### config.mk
export PLATFORM = sky130hd
export DESIGN_NAME = lcd_time_writer
export DESIGN_NICKNAME = d
export VERILOG_FILES = /design/src/rtl/lcd_pkg.sv /design/src/rtl/bcd_to_ascii.sv /design/src/rtl/lcd_time_writer.sv
export SDC_FILE = /design/constraint.sdc
export NUM_CORES = 1
export LEC_CHECK = 0
export ABC_AREA = 0
export BUFFER_PORTS_ARGS = -buffer_cell sky130_fd_sc_hd__buf_2
export CAP_MARGIN = 20
export CORE_AREA = 4 4 100 102
export CTS_BUF_LIST = sky130_fd_sc_hd__clkbuf_8
export DETAILED_ROUTE_END_ITERATION = 12
export DIE_AREA = 0 0 104 106
export PLACE_DENSITY = 0.4
export SLEW_MARGIN = 15
export SYNTH_ARGS = -nofsm -noshare
export SYNTH_HDL_FRONTEND = slang
export SYNTH_HIERARCHICAL = 1
export SYNTH_SLANG_ARGS = --single-unit
### constraint.sdc
create_clock -name clk -period 5.25 [get_ports clk]
set_clock_uncertainty 0.1 [all_clocks]
set_input_delay 0 -clock clk [delete_from_list [all_inputs] [get_ports clk]]
set_output_delay 0 -clock clk [all_outputs]
set_load 0.005 [all_outputs]
### src/rtl/lcd_pkg.sv
// Shared types and constants for the LCD time writer: FSM states, ASCII codes,
// the set-DDRAM instruction base and the BCD time snapshot layout.
package lcd_pkg;

    typedef enum logic [1:0] {
        IDLE,
        SEND,
        WAIT_ACK,
        WAIT_RDY
    } state_t;

    localparam logic [7:0] CH_ZERO       = 8'h30;
    localparam logic [7:0] CH_COLON      = 8'h3A;
    localparam logic [7:0] CH_SPACE      = 8'h20;
    localparam logic [7:0] CH_QMARK      = 8'h3F;
    localparam logic [7:0] INS_SET_DDRAM = 8'h80;
    localparam logic [3:0] LAST_IDX      = 4'd8;

    typedef struct packed {
        logic [3:0] hh_t;
        logic [3:0] hh_u;
        logic [3:0] mm_t;
        logic [3:0] mm_u;
        logic [3:0] ss_t;
        logic [3:0] ss_u;
    } bcd_time_t;

endpackage

### src/rtl/bcd_to_ascii.sv
// Combinational BCD digit to ASCII character; non-decimal codes show as '?'.
module bcd_to_ascii
    import lcd_pkg::*;
(
    input  logic [3:0] digit,
    output logic [7:0] ascii
);

    assign ascii = (digit > 4'd9) ? CH_QMARK : (CH_ZERO + {4'd0, digit});

endmodule

### src/rtl/lcd_time_writer.sv
// Writes a snapshot of the BCD time to a character LCD as "HH:MM:SS" (address
// instruction + 8 characters). Build option LCD_TIME_BLINK_EN blanks colons on odd seconds.
module lcd_time_writer
    import lcd_pkg::*;
#(
    parameter logic [6:0] LCD_ADDR = 7'h00
) (
    input  logic       clk,
    input  logic       rst,
    input  logic       update,
    input  logic [3:0] hh_t,
    input  logic [3:0] hh_u,
    input  logic [3:0] mm_t,
    input  logic [3:0] mm_u,
    input  logic [3:0] ss_t,
    input  logic [3:0] ss_u,
    input  logic       lcd_ready,
    output logic [7:0] lcd_data,
    output logic       lcd_ins_data,
    output logic       lcd_send,
    output logic       busy,
    output logic       done,
    output state_t     dbg_state
);

    // Handshake: lcd_send is a one-cycle request issued only after lcd_ready was
    // sampled high; the interface accepts by dropping lcd_ready and signals
    // completion by raising it again. Data/RS hold until the next request.

    state_t     state, state_n;
    logic [3:0] idx, idx_n;
    logic       pending, pending_n;
    bcd_time_t  snap, snap_n, live;
    logic [7:0] data_n;
    logic       ins_n, send_n, busy_n, done_n;
    logic [3:0] digit;
    logic [7:0] digit_ascii, colon, cur_byte;

    assign live = {hh_t, hh_u, mm_t, mm_u, ss_t, ss_u};

    always_comb begin
        digit = 4'd0;
        case (idx)
            4'd1:    digit = snap.hh_t;
            4'd2:    digit = snap.hh_u;
            4'd4:    digit = snap.mm_t;
            4'd5:    digit = snap.mm_u;
            4'd7:    digit = snap.ss_t;
            4'd8:    digit = snap.ss_u;
            default: digit = 4'd0;
        endcase
    end

    bcd_to_ascii u_enc (
        .digit (digit),
        .ascii (digit_ascii)
    );

`ifdef LCD_TIME_BLINK_EN
    assign colon = snap.ss_u[0] ? CH_SPACE : CH_COLON;
`else
    assign colon = CH_COLON;
`endif

    always_comb begin
        cur_byte = digit_ascii;
        if (idx == 4'd0) begin
            cur_byte = INS_SET_DDRAM | {1'b0, LCD_ADDR};
        end else if (idx == 4'd3 || idx == 4'd6) begin
            cur_byte = colon;
        end
    end

    always_comb begin
        state_n   = state;
        idx_n     = idx;
        pending_n = pending;
        snap_n    = snap;
        data_n    = lcd_data;
        ins_n     = lcd_ins_data;
        send_n    = 1'b0;
        busy_n    = busy;
        done_n    = 1'b0;
        if (busy && update) begin
            pending_n = 1'b1;
        end
        case (state)
            IDLE: begin
                if (update) begin
                    snap_n  = live;
                    idx_n   = 4'd0;
                    busy_n  = 1'b1;
                    state_n = SEND;
                end
            end
            SEND: begin
                if (lcd_ready) begin
                    data_n  = cur_byte;
                    ins_n   = (idx != 4'd0);
                    send_n  = 1'b1;
                    state_n = WAIT_ACK;
                end
            end
            WAIT_ACK: begin
                if (!lcd_ready) begin
                    state_n = WAIT_RDY;
                end
            end
            WAIT_RDY: begin
                if (lcd_ready) begin
                    if (idx < LAST_IDX) begin
                        idx_n   = idx + 4'd1;
                        state_n = SEND;
                    end else begin
                        done_n    = 1'b1;
                        pending_n = 1'b0;
                        // A request arriving in the completion cycle is treated like a pending one.
                        if (pending || update) begin
                            snap_n  = live;
                            idx_n   = 4'd0;
                            state_n = SEND;
                        end else begin
                            busy_n  = 1'b0;
                            state_n = IDLE;
                        end
                    end
                end
            end
            default: state_n = IDLE;
        endcase
    end

    always_ff @(posedge clk or negedge rst) begin
        if (!rst) begin
            state        <= IDLE;
            idx          <= 4'd0;
            pending      <= 1'b0;
            snap         <= '0;
            lcd_data     <= 8'h00;
            lcd_ins_data <= 1'b0;
            lcd_send     <= 1'b0;
            busy         <= 1'b0;
            done         <= 1'b0;
        end else begin
            state        <= state_n;
            idx          <= idx_n;
            pending      <= pending_n;
            snap         <= snap_n;
            lcd_data     <= data_n;
            lcd_ins_data <= ins_n;
            lcd_send     <= send_n;
            busy         <= busy_n;
            done         <= done_n;
        end
    end

    assign dbg_state = state;

endmodule

==> metrics.md <==
| Metric | Value |
|---|---|
| Worst endpoint data arrival time | `2.47 ns` |
| IR drop worst, VDD | `0.138 mV` |
| RSZ-0062 raised after global routing | `false` |
| Warning count from the yosys run | `6` |
| Setup violations, final | `0` |
| Initial Util | `0.243` |
| Vias in the first global route | `1,725` |
| Drt wl/cell | `14.0 microns` |
| CTS tree | `yes` |
| H-tree level count | `2` |
| Synth Flop Type | `dfrtp_1` |
| Post-CTS setup buffers | `0` |
| DP Wirelength | `3540 microns` |
| Mux cell area share after synthesis | `0.165` |
| Synth Area in Simple Gates | `0.0831` |
| Pleak | `0.00134 uW` |
| Avg Vias per Cell | `4.32` |
| Most common cell in the netlist | `dfrtp_1` |
| Global placement routability congestion | `0.697` |
| Asr flop ratio synth | `1.00` |
| Post-synthesis sequential area ratio | `0.486` |
| Gate count after technology mapping | `182` |
| Global-route wire length before repair | `8870 microns` |
| Setup TNS | `0 ns` |
| Fin crit share | `0.455` |
| Ports | `42` |
| Critical path's slowest cell | `o21ai_4` |
| FF-to-FF setup slack | `2.86 ns` |
| Synth cell types | `38` |
| Die height | `106 microns` |
| Adder-cell share of the synthesized area | `0.0508` |
| Yosys top cell by area | `dfrtp_1` |
| CP Cell Sequence | `ha_1 > nand3_2 > o21ai_4 > mux2_2` |
| Clock latency on the worst-skew pair | `0.30 ns` |
| Largest net degree at the start of global routing | `44` |
| Synth top cells by count | `dfrtp_1 (43), mux2_4 (20), nand2_1 (15)` |
| DR iter-0 viols | `56` |
| Drt drc | `0` |
| Detailed Route WL | `5050 microns` |
| Clock sinks | `43` |
| Via Count | `1,559` |
| Synth top area share | `0.486` |
| Compound-gate portion of the synthesized area | `0.151` |
| Row cnt | `35` |
| Worst Path Required | `5.34 ns` |
| PwrDens | `518 nW/um^2` |
| Die area | `11,000 sq um` |
| CP max stage delay | `0.85 ns` |
| Area post-placement | `2460 sq um` |
| Final hold vios | `0` |
| Nets@finish | `286` |
| Power Total | `1470 uW` |
| Area Overhead vs Synth | `28.2%` |
| DP Worst Slack | `2.84 ns` |
| Pre-Repair DR Iteration Count | `4` |
| Fmax | `0.419 GHz` |
| Setup CP Type | `flop to flop` |
| Post-Syn Area | `2210 sq um` |
| Main combinational cell family by area after synthesis | `multiplexers` |
| Post-synth EDFFs | `0` |
| Die W | `104 microns` |
| Xor and xnor area share after synthesis | `0` |
| Clock slew at reported path FFs | `0.09 ns` |
| Worst-margin pin slew | `1.03 ns` |
| Gr ovfl total | `0` |
| Layout cells sized above 1 | `0.316` |
| Worst hold path class | `input pin to asynchronous set/reset pin` |
| Placed Cells | `325` |
| Status | `complete, no violations` |
| Max cap viols | `0` |
| Core area | `9110 sq um` |
| Synth Area per Inst | `12.2 sq um` |
| Clock buffer depth | `2` |
| Total Routing Usage GR | `0.0994` |
| Ranking of synthesized cells by area | `dfrtp_1 (49%), mux2_4 (14%), ha_1 (5.1%), a221oi_1 (2.8%), nand2_1 (2.5%)` |
| Cell area after layout | `2840 sq um` |
| Crit end category | `flop` |
| Root buffer cell | `clkbuf_8` |
| Max-slew headroom | `0.310` |
| Final Slew Violations | `0` |
| Max Fanout on Critical Path | `24` |
| Non-filler cells, final | `361` |
| CTS buffer count | `5` |
| Port Buffers | `41` |
| Startpoint class of the critical path | `flop` |
| Seq cells post-synth | `43` |
| Initial antenna violation count | `0` |
| Final worst-path setup slack | `2.86 ns` |
| Routed Antenna Nets | `0` |
| Post-layout min period | `2.39 ns` |
| Number of diodes | `0` |
[area by class of cell]
type / instances / area (sq um)
Inverter: 9 / 33.8
Tap cell: 111 / 139
Timing Repair Buffer: 69 / 495
Sequential cell: 43 / 1080
Multi-Input combinational cell: 121 / 1010
Clock inverter: 3 / 16.3
Clock buffer: 5 / 68.8
Fill cell: 971 / 6270
[logic make-up (layout without fill, tap and decap cells)]
| group | after synthesis | count (layout) |
|---|---|---|
| adders and majority gates | 9 | 9 |
| buffers and inverters | 20 | 86 |
| muxes | 26 | 26 |
| other | 2 | 4 |
| and+or+nand+nor | 36 | 36 |
| AOI/OAI and AO/OA | 46 | 46 |
| DFF | 43 | 43 |
[what timing repair did]
item	CTS	global route
endpoints found under the hold margin	71	0
hold buffers	27	0
endpoints found under the setup margin	0	0
gates resized for setup	0	0
[per-stage QoR]
step	hold slack, ns	utilization
2_1_floorplan	-0.396	-
4_1_cts	0.349	0.310
6_report	0.0290	0.312
3_5_place_dp	0.134	0.271
3_3_place_gp	0.133	0.271
5_1_grt	0.0612	0.312
[final timing paths]
check | end | cells after the start | startpoint
setup / recovery | snap[1] | 4 | dbg_state[1]
hold / removal | snap[13] | 2 | rst
setup reg to reg | snap[1] | 4 | dbg_state[1]
hold reg to reg | lcd_data[5] | 2 | lcd_data[5]
max in group asynchronous | idx[3] | 3 | rst
min in group clk | snap[21] | 3 | hh_t[1]
[state kept, by name (all words and copies together) (netlist names), 2 cells and up]
signal	flops
dbg_state	2
idx	4
lcd_data	8
snap	24
[placed cells by master, fill, tap and decap left out, types with 2 or more instances in the layout]
master,count
o21ai_0,8
o21ai_1,2
a21oi_2,2
nor3b_1,2
nand3_1,2
nor2b_1,3
nand2b_1,5
dfrtp_1,43
o31ai_1,4
ha_1,9
mux2_2,4
nor2_1,3
clkbuf_8,5
nand2_1,15
a221oi_1,7
a22oi_1,4
buf_2,41
a21oi_1,7
a22o_1,3
a21o_1,4
conb_1,4
dlygate4sd3_1,27
mux2_4,20
inv_1,10
mux2i_1,2
[worst max-delay path, delay by kind of cell (launching register included)]
| kind | cells | cell delay (ns) |
|---|---|---|
| AOI/OAI and AO/OA | 1 | 0.85 |
| DFF | 1 | 0.42 |
| muxes | 1 | 0.41 |
| adders and majority gates | 1 | 0.34 |
| and+or+nand+nor | 1 | 0.15 |
[metal layers]
metal  up-vias  GRT usage  share of wire
met3         7     0.0231          0.034
met2        31      0.161           0.46
met1       748      0.130           0.49
met5         -          0              0
li1        773          -              -
met4         0     0.0370          0.017
[where the power goes]
part,internal (uW),total (uW),switching (uW)
combinational,364,663,299
clock,91.2,208,117
sequential,487,599,112
total,942,1470,528
Power figures use the tool's default switching activity.
